$ cat src/rtl/tpu_ctrl_pkg.sv
// Shared control definitions for the TPU sequencing logic: FSM state encoding
// and the default datapath latency derived from the systolic array size.
package tpu_ctrl_pkg;

    typedef enum logic [2:0] {
        S_IDLE   = 3'd0,
        S_WAIT_W = 3'd1,
        S_LOAD_W = 3'd2,
        S_RELOAD = 3'd3,
        S_STREAM = 3'd4,
        S_DRAIN  = 3'd5,
        S_DONE   = 3'd6
    } state_t;

    localparam int unsigned SRAM_LATENCY = 1;
    localparam int unsigned MATRIX_SIZE  = 8;

    // SRAM read, input skew (size-1), array traversal (size), output register.
    function automatic int unsigned pipe_latency(input int unsigned matrix_size);
        return SRAM_LATENCY + (matrix_size - 1) + matrix_size + 1;
    endfunction

    localparam int unsigned DEFAULT_PIPE_LAT = pipe_latency(MATRIX_SIZE);

endpackage

$ cat src/rtl/latency_tracker.sv
// Delays each issued UB read by the datapath latency to flag valid result rows,
// numbering them 0..N-1 within a pass.
module latency_tracker #(
    parameter int unsigned PIPE_LAT = 17,
    parameter int unsigned COUNT_BW = 8
) (
    input  logic                clk,
    input  logic                rstn,
    input  logic                addr_valid,
    input  logic                clear,
    output logic                result_valid,
    output logic [COUNT_BW-1:0] result_index,
    output logic                last
);

    logic [PIPE_LAT-1:0] delay_line;
    logic [COUNT_BW-1:0] row_count;

    always_ff @(posedge clk or negedge rstn) begin
        if (!rstn) begin
            delay_line   <= '0;
            row_count    <= '0;
            result_index <= '0;
        end else if (clear) begin
            delay_line <= '0;
            row_count  <= '0;
        end else begin
            delay_line <= {delay_line[PIPE_LAT-2:0], addr_valid};
            // Index is loaded one cycle early so it lines up with result_valid.
            if (delay_line[PIPE_LAT-2]) begin
                result_index <= row_count;
                row_count    <= row_count + COUNT_BW'(1);
            end
        end
    end

    assign result_valid = delay_line[PIPE_LAT-1];
    assign last         = result_valid & ~(|delay_line[PIPE_LAT-2:0]) & ~addr_valid;

endmodule

$ cat src/rtl/tpu_matmul_sequencer.sv
// Weight-stationary matmul pass sequencer: pops a weight tile, reloads the
// array, streams N UB addresses and flags result rows until completion.
module tpu_matmul_sequencer
    import tpu_ctrl_pkg::*;
#(
    parameter int unsigned ADDRESSSIZE = 10,
    parameter int unsigned COUNT_BW    = 8,
    parameter int unsigned PIPE_LAT    = DEFAULT_PIPE_LAT
) (
    input  logic                   clk,
    input  logic                   rstn,
    input  logic                   start,
    input  logic                   abort,
    input  logic [ADDRESSSIZE-1:0] base_addr,
    input  logic [COUNT_BW-1:0]    num_vectors,
    input  logic                   fifo_empty,
    output logic                   fifo_read_enable,
    output logic                   we_rl,
    output logic [ADDRESSSIZE-1:0] sram_address,
    output logic                   addr_valid,
    output logic                   result_valid,
    output logic [COUNT_BW-1:0]    result_index,
    output logic                   busy,
    output logic                   done
);

    state_t                 state;
    state_t                 next_state;
    logic [ADDRESSSIZE-1:0] base_q;
    logic [COUNT_BW-1:0]    count_q;
    logic [COUNT_BW-1:0]    issue_cnt;
    logic                   accept;
    logic                   clear;
    logic                   last_issue;
    logic                   last_result;

    assign accept     = (state == S_IDLE) && start && !abort;
    assign clear      = abort || accept;
    assign last_issue = (issue_cnt + COUNT_BW'(1)) == count_q;

    always_ff @(posedge clk or negedge rstn) begin
        if (!rstn) begin
            state <= S_IDLE;
        end else begin
            state <= next_state;
        end
    end

    always_comb begin
        next_state = state;
        case (state)
            S_IDLE:   if (start) next_state = (num_vectors == '0) ? S_DONE : S_WAIT_W;
            S_WAIT_W: if (!fifo_empty) next_state = S_LOAD_W;
            S_LOAD_W: next_state = S_RELOAD;
            S_RELOAD: next_state = S_STREAM;
            S_STREAM: if (last_issue) next_state = S_DRAIN;
            S_DRAIN:  if (last_result) next_state = S_DONE;
            S_DONE:   next_state = S_IDLE;
            default:  next_state = S_IDLE;
        endcase
        if (abort) next_state = S_IDLE;
    end

    // Outputs are registered from next_state so they align with the state they describe.
    always_ff @(posedge clk or negedge rstn) begin
        if (!rstn) begin
            base_q           <= '0;
            count_q          <= '0;
            issue_cnt        <= '0;
            sram_address     <= '0;
            addr_valid       <= 1'b0;
            fifo_read_enable <= 1'b0;
            we_rl            <= 1'b0;
            busy             <= 1'b0;
            done             <= 1'b0;
        end else begin
            if (accept) begin
                base_q  <= base_addr;
                count_q <= num_vectors;
            end
            issue_cnt <= (state == S_STREAM) ? issue_cnt + COUNT_BW'(1) : '0;
            if (next_state == S_STREAM) begin
                sram_address <= (state == S_STREAM) ? sram_address + ADDRESSSIZE'(1) : base_q;
            end
            addr_valid       <= (next_state == S_STREAM);
            fifo_read_enable <= (next_state == S_LOAD_W);
            we_rl            <= (next_state == S_RELOAD);
            busy             <= (next_state != S_IDLE);
            done             <= (next_state == S_DONE);
        end
    end

    latency_tracker #(
        .PIPE_LAT (PIPE_LAT),
        .COUNT_BW (COUNT_BW)
    ) u_tracker (
        .clk          (clk),
        .rstn         (rstn),
        .addr_valid   (addr_valid),
        .clear        (clear),
        .result_valid (result_valid),
        .result_index (result_index),
        .last         (last_result)
    );

endmodule

$ cat config.mk
export PLATFORM = sky130hd
export DESIGN_NAME = tpu_matmul_sequencer
export DESIGN_NICKNAME = d
export VERILOG_FILES = /design/src/rtl/tpu_ctrl_pkg.sv /design/src/rtl/latency_tracker.sv /design/src/rtl/tpu_matmul_sequencer.sv
export SDC_FILE = /design/constraint.sdc
export NUM_CORES = 1
export LEC_CHECK = 0
export BUFFER_PORTS_ARGS = -buffer_cell sky130_fd_sc_hd__buf_2
export CAP_MARGIN = 20
export CORE_MARGIN = 4
export CORE_UTILIZATION = 57
export DETAILED_ROUTE_END_ITERATION = 16
export PLACE_DENSITY = 0.79
export SETUP_SLACK_MARGIN = 0.5
export SLEW_MARGIN = 0
export SYNTH_ARGS = -nofsm -noshare
export SYNTH_HDL_FRONTEND = slang
export SYNTH_SLANG_ARGS = --single-unit
$ cat constraint.sdc
create_clock -name clk -period 2.7 [get_ports clk]
set_clock_uncertainty 0.2 [all_clocks]
set_input_delay 0.27 -clock clk [delete_from_list [all_inputs] [get_ports clk]]
set_output_delay 0.27 -clock clk [all_outputs]
set_load 0.01 [all_outputs]
; ---- After elaboration in Yosys (flattened, before gate mapping)
; Index checks and enable logic that the tools add are counted.
; W data, S select, Z words.
[op_classes]
add_sub_neg = 3
eq_ne = 10
muxes = 12
bitwise = 5
reduce_logical = 10
[op_table]
columns = operator, n
row1 = $mux W8, 3
row2 = $mux W3, 6
row3 = $pmux W3 S6, 1
row4 = $mux W17, 1
row5 = $add A8 B1 Y8 const B, 2
row6 = $reduce_or A16 Y1, 1
row7 = $eq A3 B2 Y1 const B, 4
row8 = $eq A3 B3 Y1 const B, 4
row9 = $add A10 B1 Y10 const B, 1
row10 = $mux W10, 1
row11 = $eq A8 B8 Y1, 1
row12 = $logic_not A8 Y1, 1
row13 = $eq A3 B1 Y1 const B, 1
row14 = $logic_not A3 Y1, 1
row15 = $not A1 Y1, 3
row16 = $reduce_bool A3 Y1, 1
row17 = $and A1 B1 Y1, 2
row18 = $logic_and A1 B1 Y1, 2
row19 = $reduce_and A2 Y1, 1
row20 = $reduce_bool A2 Y1, 1
row21 = $logic_not A1 Y1, 1
row22 = $logic_or A1 B1 Y1, 1
[totals]
reg_bits = 77
input_bits = 23
output_inout_bits = 24
word_cells = 53

; ---- Depth between registers and ports, before layout
; Gate-level depths: netlist of run 1.
[depth]
depth_word = 8
depth_mapped = 10
depth_no_buf = 8

; ---- Hierarchy
; A second synthesis of run 1 with hierarchy kept.
[unflattened]
hier_cells = 319
hier_area_um2 = 3522.1
[by_module_without_submodules]
columns = mod, n_inst, cells_per_inst, area_each_um2, seq_area_each_um2
row1 = tpu_matmul_sequencer, 1, 220, 2260.9, 1101.1
row2 = latency_tracker, 1, 99, 1261.2, 825.8

; ---- Worst setup path before layout of run 1
; OpenSTA, ideal clock, no wires.
[synth_path]
path_type = register -> register
from = reg state[1]
to = reg sram_address[6]
setup_time_ns = 0.130
t_arrival_ns = 1.966
t_required_ns = 2.370
setup_slack_ns = 0.404
path_stages_with_launch = 10
n_path_buf = 3
synth_period_minus_slack_ns = 2.296
cell_sequence = dfrtp_1 -> buf_6 -> or3b_1 -> clkbuf_1 -> nor3_1 -> and3_1 -> nand4_2 -> o211ai_4 -> buf_6 -> o211ai_1
[synth_via]
elab_chain_len = 4
elab_cells_between_ends = 14
classes_between = 6 x eq/ne / 7 x mux / 1 x reduce/logical
[synth_lines]
columns = item, line
row1 = from (decl), tpu_matmul_sequencer.sv:27  ; state_t state;
row2 = from (signal assigned), tpu_matmul_sequencer.sv:45  ; state <= next_state;
row3 = $eq A3 B3 Y1 (tied with other cells), tpu_matmul_sequencer.sv:51  ; case (state)
row4 = $pmux W3 S6, tpu_matmul_sequencer.sv:51
row5 = $mux W3, tpu_matmul_sequencer.sv:61  ; if (abort) next_state = S_IDLE;
row6 = $eq A3 B3 Y1, tpu_matmul_sequencer.sv:82  ; if (next_state == S_STREAM) begin
row7 = to (signal assigned), tpu_matmul_sequencer.sv:83  ; sram_address <= (state == S_STREAM) ? sram_address + ADDRESSSIZE'(1) : base_q;
row8 = to (decl), tpu_matmul_sequencer.sv:19  ; output logic [ADDRESSSIZE-1:0] sram_address,
; Several ways; a longest one is shown, not always the timed one.
; A chain may end at the register's enable or synchronous reset.

; ---- Final worst setup path of run 1
[layout_path]
from = reg issue_cnt[0]
to = reg sram_address[9]
[layout_via]
elab_chain_len = 6
[layout_lines]
columns = item, line
row1 = from (decl), tpu_matmul_sequencer.sv:31  ; logic [COUNT_BW-1:0] issue_cnt;
row2 = from (signal assigned), tpu_matmul_sequencer.sv:81  ; issue_cnt <= (state == S_STREAM) ? issue_cnt + COUNT_BW'(1) : '0;
row3 = $add A8 B1 Y8, tpu_matmul_sequencer.sv:39  ; assign last_issue = (issue_cnt + COUNT_BW'(1)) == count_q;
row4 = $eq A8 B8 Y1, tpu_matmul_sequencer.sv:39
row5 = $mux W3, tpu_matmul_sequencer.sv:56  ; S_STREAM: if (last_issue) next_state = S_DRAIN;
row6 = $pmux W3 S6, tpu_matmul_sequencer.sv:51
row7 = $mux W3, tpu_matmul_sequencer.sv:61
row8 = $eq A3 B3 Y1, tpu_matmul_sequencer.sv:82
; Every way passes these cells.

==> results.yml, run 1 <==
synth:
  ys.warnings.count: 0
  async_flop_share_pct: 100
  synth-edff-count: 0
  ys_seq_elements: 77
  seq_area_frac_synth_pct: 55.3
  synth_ff_type: "dfrtp_1"
  synth_nets: 329
  syn-cell-area_sq_um: 3480
  netlist_top_cells_area: "dfrtp_1 55%, mux2_2 8.7%, and2_1 3.4%"
  synth_cells: 303
  synth_top_area_share_pct: 55.3
  synth_cell_types: 46
  yosys.area.top_type: "dfrtp_1"
  synth.avg_cell_area_sq_um: 11.5
cts:
  h-tree-depth: 3
  cts_buffers: 9
  path_clk_slew_ns: 0.08
  tritoncts: "built"
  cts_root_buf: "clkbuf_8"
  clock_path_buffers: 2
  cts.sinks: 77
  insertion_delay_ns: 0.35
grt:
  grt_overflow: 0
  grt_busiest_layer: "met2"
  antenna_found_initial: 0
  grt_max_degree: 78
  grtUsageMet2_pct: 36.4
  grt_pass1_wl_um: 12500
  grt_pass1_vias: 2614
  met1_usage_pct: 27.8
  grt_usage_pct: 21.6
  met3_usage_pct: 3.33
critical_path:
  arrival_ns: 2.43
  cp_cell_sequence: "buf_4 > and3_1 > and3_2 > xnor2_4 > nand4_4 > buf_4 > o21a_4 > a21oi_1 > o21ai_1"
  crit_top_cell: "buf_4"
  crit_family: "simple AND/OR/NAND/NOR gates"
  worstPathMaxFanout: 4
  critPathRequiredTime_ns: 2.72
  crit_buf_inv: 2
  critPathKind: "flop to flop"
  worstSetupEndpointType: "flop"
  slowest_delay_ns: 0.43
  cp-start-kind: "flop"
  slowest_stage: "dfrtp_1"
sta:
  rsz0062_at_grt: "yes"
  hold_violations: 0
  fin_crit_sh_pct: 88.9
  timing.fmax_ghz: 0.416
  setup_tns_ns: 0
  min_period_ns: 2.40
  slew_headroom_pct: 38.2
  worstMarginPinSlew_ns: 0.927
  drv_slew: 0
  setup_viol: 0
drt:
  wl_per_cell_um: 16.9
  antenna_left: 0
  drt_first_iter_violations: 144
  via_count: 2642
  route.detailed.drc: 0
  wirelength_um: 7880
  first_pass_iters: 4
  viasPerCell: 5.67
die:
  die_w_um: 86.2
  io-pin-count: 47
  dieArea_sq_um: 7430
  start_util_pct: 58.9
  core-area_sq_um: 5920
  num_rows: 28
  fp.dieH_um: 86.2
place:
  placed_area_sq_um: 3810
  place_hpwl_um: 4780
  gp_congestion: 0.863
  portBuffers: 46
final_layout:
  fillCellCount: 371
  final_area_sq_um: 4460
  area_growth_pct: 28.1
  drive_gt1_share_pct: 35.5
  fin_nets: 413
  diodes: 0
run_status:
  outcome: "completed"
pwr:
  power.leakage_nw: 2.06
  vdd_drop_max_mv: 0.439
  powerDensity_nw_per_um2: 639
job:
  max_cap_viol_count: 0
worst_hold_path:
  hold_class: "input port to flop"
-- area by class of cell --
| cell class | count | area (sq um) | share of cell area (%) |
|---|---|---|---|
| Tap cell | 75 | 93.8 | 2.10 |
| Timing Repair Buffer | 85 | 598 | 13.4 |
| Inverter | 3 | 11.3 | 0.252 |
| Clock inverter | 4 | 47.5 | 1.07 |
| Sequential cell | 77 | 1930 | 43.3 |
| Clock buffer | 11 | 151 | 3.39 |
| Multi-Input combinational cell | 211 | 1630 | 36.5 |
-- metrics by stage --
stage	setup WS [ns]	hold WS [ns]	utilization, %	instances	power, W
6_report	0.299	0.00906	75.4	466	0.00285
5_1_grt	0.229	0.00954	75.4	466	0.00298
4_1_cts	0.340	0.00376	72.5	457	0.00280
3_5_place_dp	0.254	0.267	64.4	417	0.00189
3_3_place_gp	0.333	0.259	64.4	417	0.00186
2_1_floorplan	0.479	-0.226	-	303	0.00170
-- layout by cell type (no fill, tap or decap), types with 5 or more instances in the layout --
cell type	netlist	final
clkbuf_8	0	11
dlygate4sd3_1	0	18
nand2_1	17	15
o21ai_0	6	5
a21oi_1	15	14
nor2_1	28	27
nor4_1	5	5
nand4_1	7	7
nand3_1	9	7
o21ai_1	5	5
nor3_1	6	6
xnor2_1	9	6
mux2_2	27	26
and3_1	6	5
buf_2	2	45
and2_1	19	18
dfrtp_1	77	73
buf_4	1	17
xor2_1	12	12
-- report_power, final --
group	switching, W	internal, W
Combinational	0.000259	0.000269
Sequential	0.000162	0.00128
Clock	0.000410	0.000469
-- routing by layer --
metal	vias up	share of wire [%]	wire (um)
li1	1231	-	-
met1	1304	42	3280
met2	92	50	3950
met3	15	5.6	441
met4	0	2.5	199
met5	-	0	0
-- registers in the layout (all words and copies together), names as in the netlist --
name and cells:
addr_valid 1, base_q 10, busy 1, count_q 8, done 1, fifo_read_enable 1, issue_cnt 8, sram_address 10
state 3, u_tracker.delay_line 17, u_tracker.result_index 8, u_tracker.row_count 8, we_rl 1
-- logic make-up after synthesis --
family                     share of synthesized area [%]
muxes                                               9.87
and+or+nand+nor                                     17.5
adders and majority gates                           1.08
DFF                                                 55.3
xor gates and xnor gates                            5.92
buffers and inverters                               2.33
AOI/OAI and AO/OA                                   8.04
-- final timing paths --
| path | startpoint | endpoint | slack [ns] | cells after the start |
|---|---|---|---|---|
| worst max-delay path | issue_cnt[0] | sram_address[9] | 0.30 | 9 |
| worst min-delay path | num_vectors[4] | count_q[4] | 0.009 | 2 |
| worst max register to register | issue_cnt[0] | sram_address[9] | 0.30 | 9 |
| worst min register to register | u_tracker.delay_line[1] | u_tracker.delay_line[2] | 0.28 | 1 |
| max in group asynchronous | rstn | issue_cnt[2] | 1.25 | 2 |
| min in group asynchronous | rstn | u_tracker.delay_line[10] | 0.41 | 2 |
-- Yosys cell counts (6+ instances only) --
master / instances
xnor2_1: 9
nand2_1: 17
xor2_1: 12
mux2_2: 27
a21oi_1: 15
nand4_1: 7
dfrtp_1: 77
and3_1: 6
and2_1: 19
nor3_1: 6
nand3_1: 9
clkbuf_1: 8
o21ai_0: 6
nor2_1: 28
-- worst reg2reg max path, stage by stage (launching register included) --
cell and delay, ns:
dfrtp_1 0.43, buf_4 0.17, and3_1 0.20, and3_2 0.28, xnor2_4 0.21, nand4_4 0.16, buf_4 0.18, o21a_4 0.20
a21oi_1 0.17, o21ai_1 0.08
-- repair_timing --
item,in CTS,in global routing
pin swaps,6,12
resized for setup,9,25
hold buffers,18,0
endpoints found under the hold margin,94,0
buffers inserted,5,9
setup endpoints to repair,12,15
cloned,2,0
No activity file was read; power rests on OpenSTA's default activity.
==> run 2: changes to the inputs <==
--- a/config.mk
+++ b/config.mk
@@ -7,7 +7,7 @@
 export LEC_CHECK = 0
 export BUFFER_PORTS_ARGS = -buffer_cell sky130_fd_sc_hd__buf_2
 export CAP_MARGIN = 20
-export CORE_MARGIN = 4
+export CORE_MARGIN = 10
 export CORE_UTILIZATION = 57
 export DETAILED_ROUTE_END_ITERATION = 16
 export PLACE_DENSITY = 0.79
==> run 2 against run 1 <==
Against the previous run: worst setup slack improved by 0.046 ns; sequential cell count did not move; non-clock buffer count rose by 6; final area rose by 2.9%; cell count rose by 1.3%; total power rose by 5.7%; register-to-register slack improved by 0.05 ns; via count rose by 0.42%; utilization rose by 2.2 points.
==> results.yml, run 2 (synthesis results as in run 1) <==
run_status:
  outcome: "completed"
critical_path:
  startpoint: "state[1]"
  worstPathMaxFanout: 8
  crit_top_cell: "buf_6"
  arrival_ns: 2.43
  critPathRequiredTime_ns: 2.78
  r2r_start: "state[1]"
  critPathKind: "flop to flop"
  cp_cell_sequence: "or3b_4 > nor3_2 > and3_4 > nand4_4 > o211ai_4 > buf_6 > buf_6 > nand2_2 > o21ai_1"
  slowest_delay_ns: 0.46
  cp-start-kind: "flop"
  worstSetupEndpointType: "flop"
  slowest_stage: "dfrtp_2"
pwr:
  intPower_w: 0.00218
  seq_power_share_pct: 47.9
  power_frac_comb_pct: 18.1
  powerDensity_nw_per_um2: 657
  switching_share_pct: 27.6
  power.share.clock_pct: 34.0
  switching_power_w: 0.000834
  power.leakage_nw: 2.13
  vdd_drop_max_mv: 0.430
die:
  die_w_um: 98.2
  dieArea_sq_um: 9640
  core-area_sq_um: 5920
  num_rows: 28
  fp.dieH_um: 98.2
  start_util_pct: 58.9
  io-pin-count: 47
place:
  place_hpwl_um: 4830
  placed_area_sq_um: 3810
  portBuffers: 46
  gp_congestion: 0.835
  dp_slack_ns: 0.269
worst_hold_path:
  hold_class: "input port to flop"
  min-delay-start: "abort"
sta:
  worstMarginPinSlew_ns: 0.943
  drv_slew: 0
  slew_headroom_pct: 37.1
  fin_crit_sh_pct: 87.2
  setup_tns_ns: 0
  setup_viol: 0
  timing.fmax_ghz: 0.425
  fin_ws_ns: 0.345
  min_period_ns: 2.35
  rsz0062_at_grt: "yes"
  hold_ws_ns: 0.142
  hold_violations: 0
job:
  max_cap_viol_count: 0
drt:
  first_pass_iters: 5
  viasPerCell: 5.62
  wl_per_cell_um: 17.6
  antenna_left: 0
  wirelength_um: 8310
  via_count: 2653
  route.detailed.drc: 0
  drt_first_iter_violations: 93
cts:
  path_clk_slew_ns: 0.08
  cts_buffers: 9
  cts.sinks: 77
  insertion_delay_ns: 0.34
  h-tree-depth: 3
  cts_root_buf: "clkbuf_8"
  clock_path_buffers: 2
  tritoncts: "built"
final_layout:
  largest-register: "u_tracker.delay_line"
  multi_input_area_sq_um: 1650
  layout_common_cells: "74 x dfrtp_1, 45 x buf_2, 27 x nor2_1, 26 x mux2_2"
  top_regs: "u_tracker.delay_line: 17 flops, base_q: 10 flops, sram_address: 10 flops"
  largest_reg_flops: 17
  fin_nets: 418
  fillCellCount: 330
  area_growth_pct: 31.8
  drive_gt1_share_pct: 38.5
  final_area_sq_um: 4590
  diodes: 0
  layout_commonest_cell: "dfrtp_1"
  register_area_sq_um: 1930
grt:
  grt_usage_pct: 16.1
  grt_overflow: 0
  grt_max_degree: 78
  grt_pass1_wl_um: 12800
  grt_pass1_vias: 2690
  antenna_found_initial: 0
[run 2: cell type report]
class / count / share of cell area (%)
well taps: 75 / 2.04
inverters: 3 / 0.245
repair buffers: 91 / 14.5
clock buffers: 13 / 3.90
flip-flops and latches: 77 / 42.0
multi-input cells: 210 / 35.9
clock inverters: 3 / 1.42
[run 2: routing by layer]
layer  wire (um)  track usage (%)  vias up  share of wire [%]
li1            -                -     1234                  -
met1        3480             19.2     1299                 42
met2        4160             26.1      105                 50
met3         506             4.30       15                6.1
met4         164             8.27        0                2.0
met5           0                0        -                  0
[run 2: critical path, delay by kind of cell (launching register included)]
family | cells | cell delay [ns]
AO/OA/AOI/OAI | 2 | 0.40
AND/OR/NAND/NOR | 5 | 0.96
flip-flops | 1 | 0.46
buffers and inverters | 2 | 0.27
[run 2: power by group through the flow]
stage               registers [W]  clock network (W)  logic [W]
floorplan                 0.00145                  0   0.000258
global placement          0.00145                  0   0.000428
detailed placement        0.00145                  0   0.000442
CTS                       0.00143            0.00104   0.000488
global route              0.00146            0.00109   0.000596
finish                    0.00144            0.00103   0.000546
[run 2: stage by stage]
stage | total power, W | std cells | utilization (%)
after global placement | 0.00187 | 417 | 64.4
after detailed placement | 0.00189 | 417 | 64.4
after global routing | 0.00315 | 472 | 77.6
after floorplan | 0.00170 | 303 | -
after CTS | 0.00295 | 465 | 74.7
final | 0.00302 | 472 | 77.6
[run 2: timing repair]
action                                  4_1_cts  5_1_grt
hold buffers                                 19        0
buffers inserted                             12        7
hold endpoints to repair                     95        0
resized for setup                            19       24
gates cloned                                  1        0
endpoints found under the setup margin       21       13
pin swaps                                     7       12
[run 2: worst paths after layout]
| check | endpoint | slack, ns | depth (start not counted) |
|---|---|---|---|
| setup / recovery | sram_address[2] | 0.35 | 9 |
| hold / removal | state[0] | 0.14 | 3 |
| setup reg to reg | sram_address[2] | 0.35 | 9 |
| hold reg to reg | u_tracker.delay_line[6] | 0.29 | 1 |
| max in group asynchronous | issue_cnt[2] | 1.21 | 2 |
| min in group asynchronous | u_tracker.delay_line[2] | 0.42 | 2 |
==> run 3: changes to the inputs <==
--- a/config.mk
+++ b/config.mk
@@ -5,6 +5,7 @@
 export SDC_FILE = /design/constraint.sdc
 export NUM_CORES = 1
 export LEC_CHECK = 0
+export ABC_AREA = 1
 export BUFFER_PORTS_ARGS = -buffer_cell sky130_fd_sc_hd__buf_2
 export CAP_MARGIN = 20
 export CORE_MARGIN = 10
==> run 3 against run 2 <==
Against the previous run: cell count up 24%; routed wire length up 2.3%; clock power down 26%; combinational power up 8.4%; clock-buffer cell count down 1; utilization down 5.2 points; final area down 5.0%; hold slack better by 0.024 ns; sequential cell count unchanged; maximum frequency up 8.0%; die area up 2.6%; critical endpoint unchanged.
==> results.yml, run 3 <==
pwr:
  vdd_drop_max_mv: 0.453
  power.leakage_nw: 2.16
  powerDensity_nw_per_um2: 645
sta:
  setup_tns_ns: 0
  hold_violations: 0
  setup_viol: 0
  drv_slew: 0
  hold_ws_ns: 0.166
  slew_headroom_pct: 36.8
  fin_crit_sh_pct: 80.8
  timing.fmax_ghz: 0.459
  worstMarginPinSlew_ns: 0.948
  min_period_ns: 2.18
  rsz0062_at_grt: "no"
critical_path:
  cp_cell_sequence: "dlygate4sd3_1 > buf_2 > nor2_1 > nand2_1 > nor2_2 > o211ai_1 > a21oi_1 > nand2_4 > buf_4 > nand2_4 > nand4_1 > nand2_1"
  slowest_stage: "dlygate4sd3_1"
  worstSetupEndpointType: "flop"
  critPathRequiredTime_ns: 2.76
  critPathKind: "input port to flop"
  r2r_setup_slack_ns: 0.62
  arrival_ns: 2.25
  worstPathMaxFanout: 4
  cp-start-kind: "input port"
  slowest_delay_ns: 0.54
synth:
  synth_fa_ha_area_share_pct: 1.04
  ys_seq_elements: 77
  synth_ff_type: "dfrtp_1"
  netlist_top_cells_area: "dfrtp_1 54%, nand2_1 11%, inv_1 6.3%"
  syn-cell-area_sq_um: 3600
  yosys.area.top_type: "dfrtp_1"
  synth_cells: 433
  synth.top_cells.by_count: "108 x nand2_1, 77 x dfrtp_1, 60 x inv_1"
  ys.warnings.count: 0
  synth-edff-count: 0
  yosys.area_share.simple_pct: 27.1
  synth_cell_types: 29
  synthXorXnorAreaFrac_pct: 1.70
  synth_top_area_share_pct: 53.5
  synth_nets: 459
  synth.avg_cell_area_sq_um: 8.31
  async_flop_share_pct: 100
  synth-compound-area-share_pct: 6.22
  seq_area_frac_synth_pct: 53.5
  yosysMostFrequentCell: "nand2_1"
  synth_top_family_by_area: "simple AND/OR/NAND/NOR gates"
  synth_mux_area_share_pct: 2.19
drt:
  wirelength_um: 8500
  viasPerCell: 5.22
  wl_per_cell_um: 14.5
  via_count: 3059
  drt_first_iter_violations: 209
  first_pass_iters: 4
  route.detailed.drc: 0
  antenna_left: 0
final_layout:
  area_growth_pct: 21.2
  largest_reg_flops: 17
  drive_gt1_share_pct: 18.6
  fin_nets: 532
  utilization_pct: 72.4
  layout_commonest_cell: "nand2_1"
  largest-register: "u_tracker.delay_line"
  diodes: 0
  top_regs: "u_tracker.delay_line: 17 flops, base_q: 10 flops, sram_address: 10 flops"
  layout_common_cells: "106 x nand2_1, 76 x dfrtp_1, 60 x inv_1, 51 x nor2_1, 45 x buf_2"
  final_area_sq_um: 4360
cts:
  insertion_delay_ns: 0.33
  cts.sinks: 77
  cts_root_buf: "clkbuf_8"
  path_clk_slew_ns: 0.08
  clock_path_buffers: 2
  tritoncts: "built"
  h-tree-depth: 3
  cts_buffers: 9
die:
  num_rows: 28
  core-area_sq_um: 6030
  io-pin-count: 47
  fp.dieH_um: 99.5
  start_util_pct: 59.7
  die_w_um: 99.5
  dieArea_sq_um: 9890
place:
  portBuffers: 46
  place_hpwl_um: 5520
  gp_congestion: 0.807
  placed_area_sq_um: 3900
grt:
  grt_pass1_wl_um: 14000
  grt_overflow: 0
  grt_max_degree: 78
  grt_pass1_vias: 3074
  antenna_found_initial: 0
  grt_usage_pct: 16.9
worst_hold_path:
  hold_class: "input port to flop"
run_status:
  outcome: "completed"
job:
  max_cap_viol_count: 0
-- run 3: final cells by class --
| type | instances | area, sq um |
|---|---|---|
| sequential | 77 | 1930 |
| tap | 75 | 93.8 |
| multi-input combinational | 284 | 1460 |
| timing repair buffer | 72 | 483 |
| inverter | 62 | 233 |
| clock buffer | 12 | 145 |
| fill | 459 | 1660 |
| clock inverter | 4 | 23.8 |
-- run 3: repair_timing --
action                                 CTS  global route
setup buffers                            0             3
endpoints found under the hold margin   95             0
setup endpoints to repair                3            13
gates cloned                             0             2
pin swaps                                0             2
resized for setup                        1            13
hold buffers                            19             0
-- run 3: critical path: cells and delay by family --
family | cells | cell delay [ns]
buffers and inverters | 3 | 0.83
and+or+nand+nor | 7 | 0.78
AOI/OAI and AO/OA | 2 | 0.36
-- run 3: per-stage QoR --
stage,instances,power (W),setup WS [ns]
floorplan,433,0.00178,0.784
global placement,546,0.00199,0.615
detailed placement,546,0.00202,0.527
CTS,581,0.00279,0.568
global route,586,0.00296,0.474
finish,586,0.00282,0.519
-- run 3: path summary, 6_finish.rpt --
path                                      startpoint                        end  cells after the start
max                                   num_vectors[1]            sram_address[2]                     12
min                                            abort     u_tracker.row_count[7]                      4
max reg2reg                             issue_cnt[1]            sram_address[8]                     14
min reg2reg                u_tracker.result_index[3]  u_tracker.result_index[3]                      2
max in group asynchronous                       rstn               issue_cnt[0]                      2
min in group asynchronous                       rstn   u_tracker.delay_line[16]                      2
-- run 3: logic make-up after synthesis --
group | count (synthesis)
simple gates | 222
flops | 77
buf+inv | 74
compound gates | 43
xor+xnor | 7
mux | 7
fa+ha+maj | 3
-- run 3: where the power goes --
group,total (W),internal [W],leakage (nW),switching [W]
sequential,0.00146,0.00131,1.02,0.000155
combinational,0.000592,0.000255,1.05,0.000337
clock,0.000759,0.000357,0.0901,0.000402
total,0.00282,0.00192,2.16,0.000894
-- run 3: per-layer routing --
layer  GRT usage (%)  vias to the layer above  wire [um]
met5               0                        -          0
met4            7.50                        0        161
li1                -                     1523          -
met1            20.3                     1434       3720
met2            28.4                       88       4180
met3            3.74                       14        441
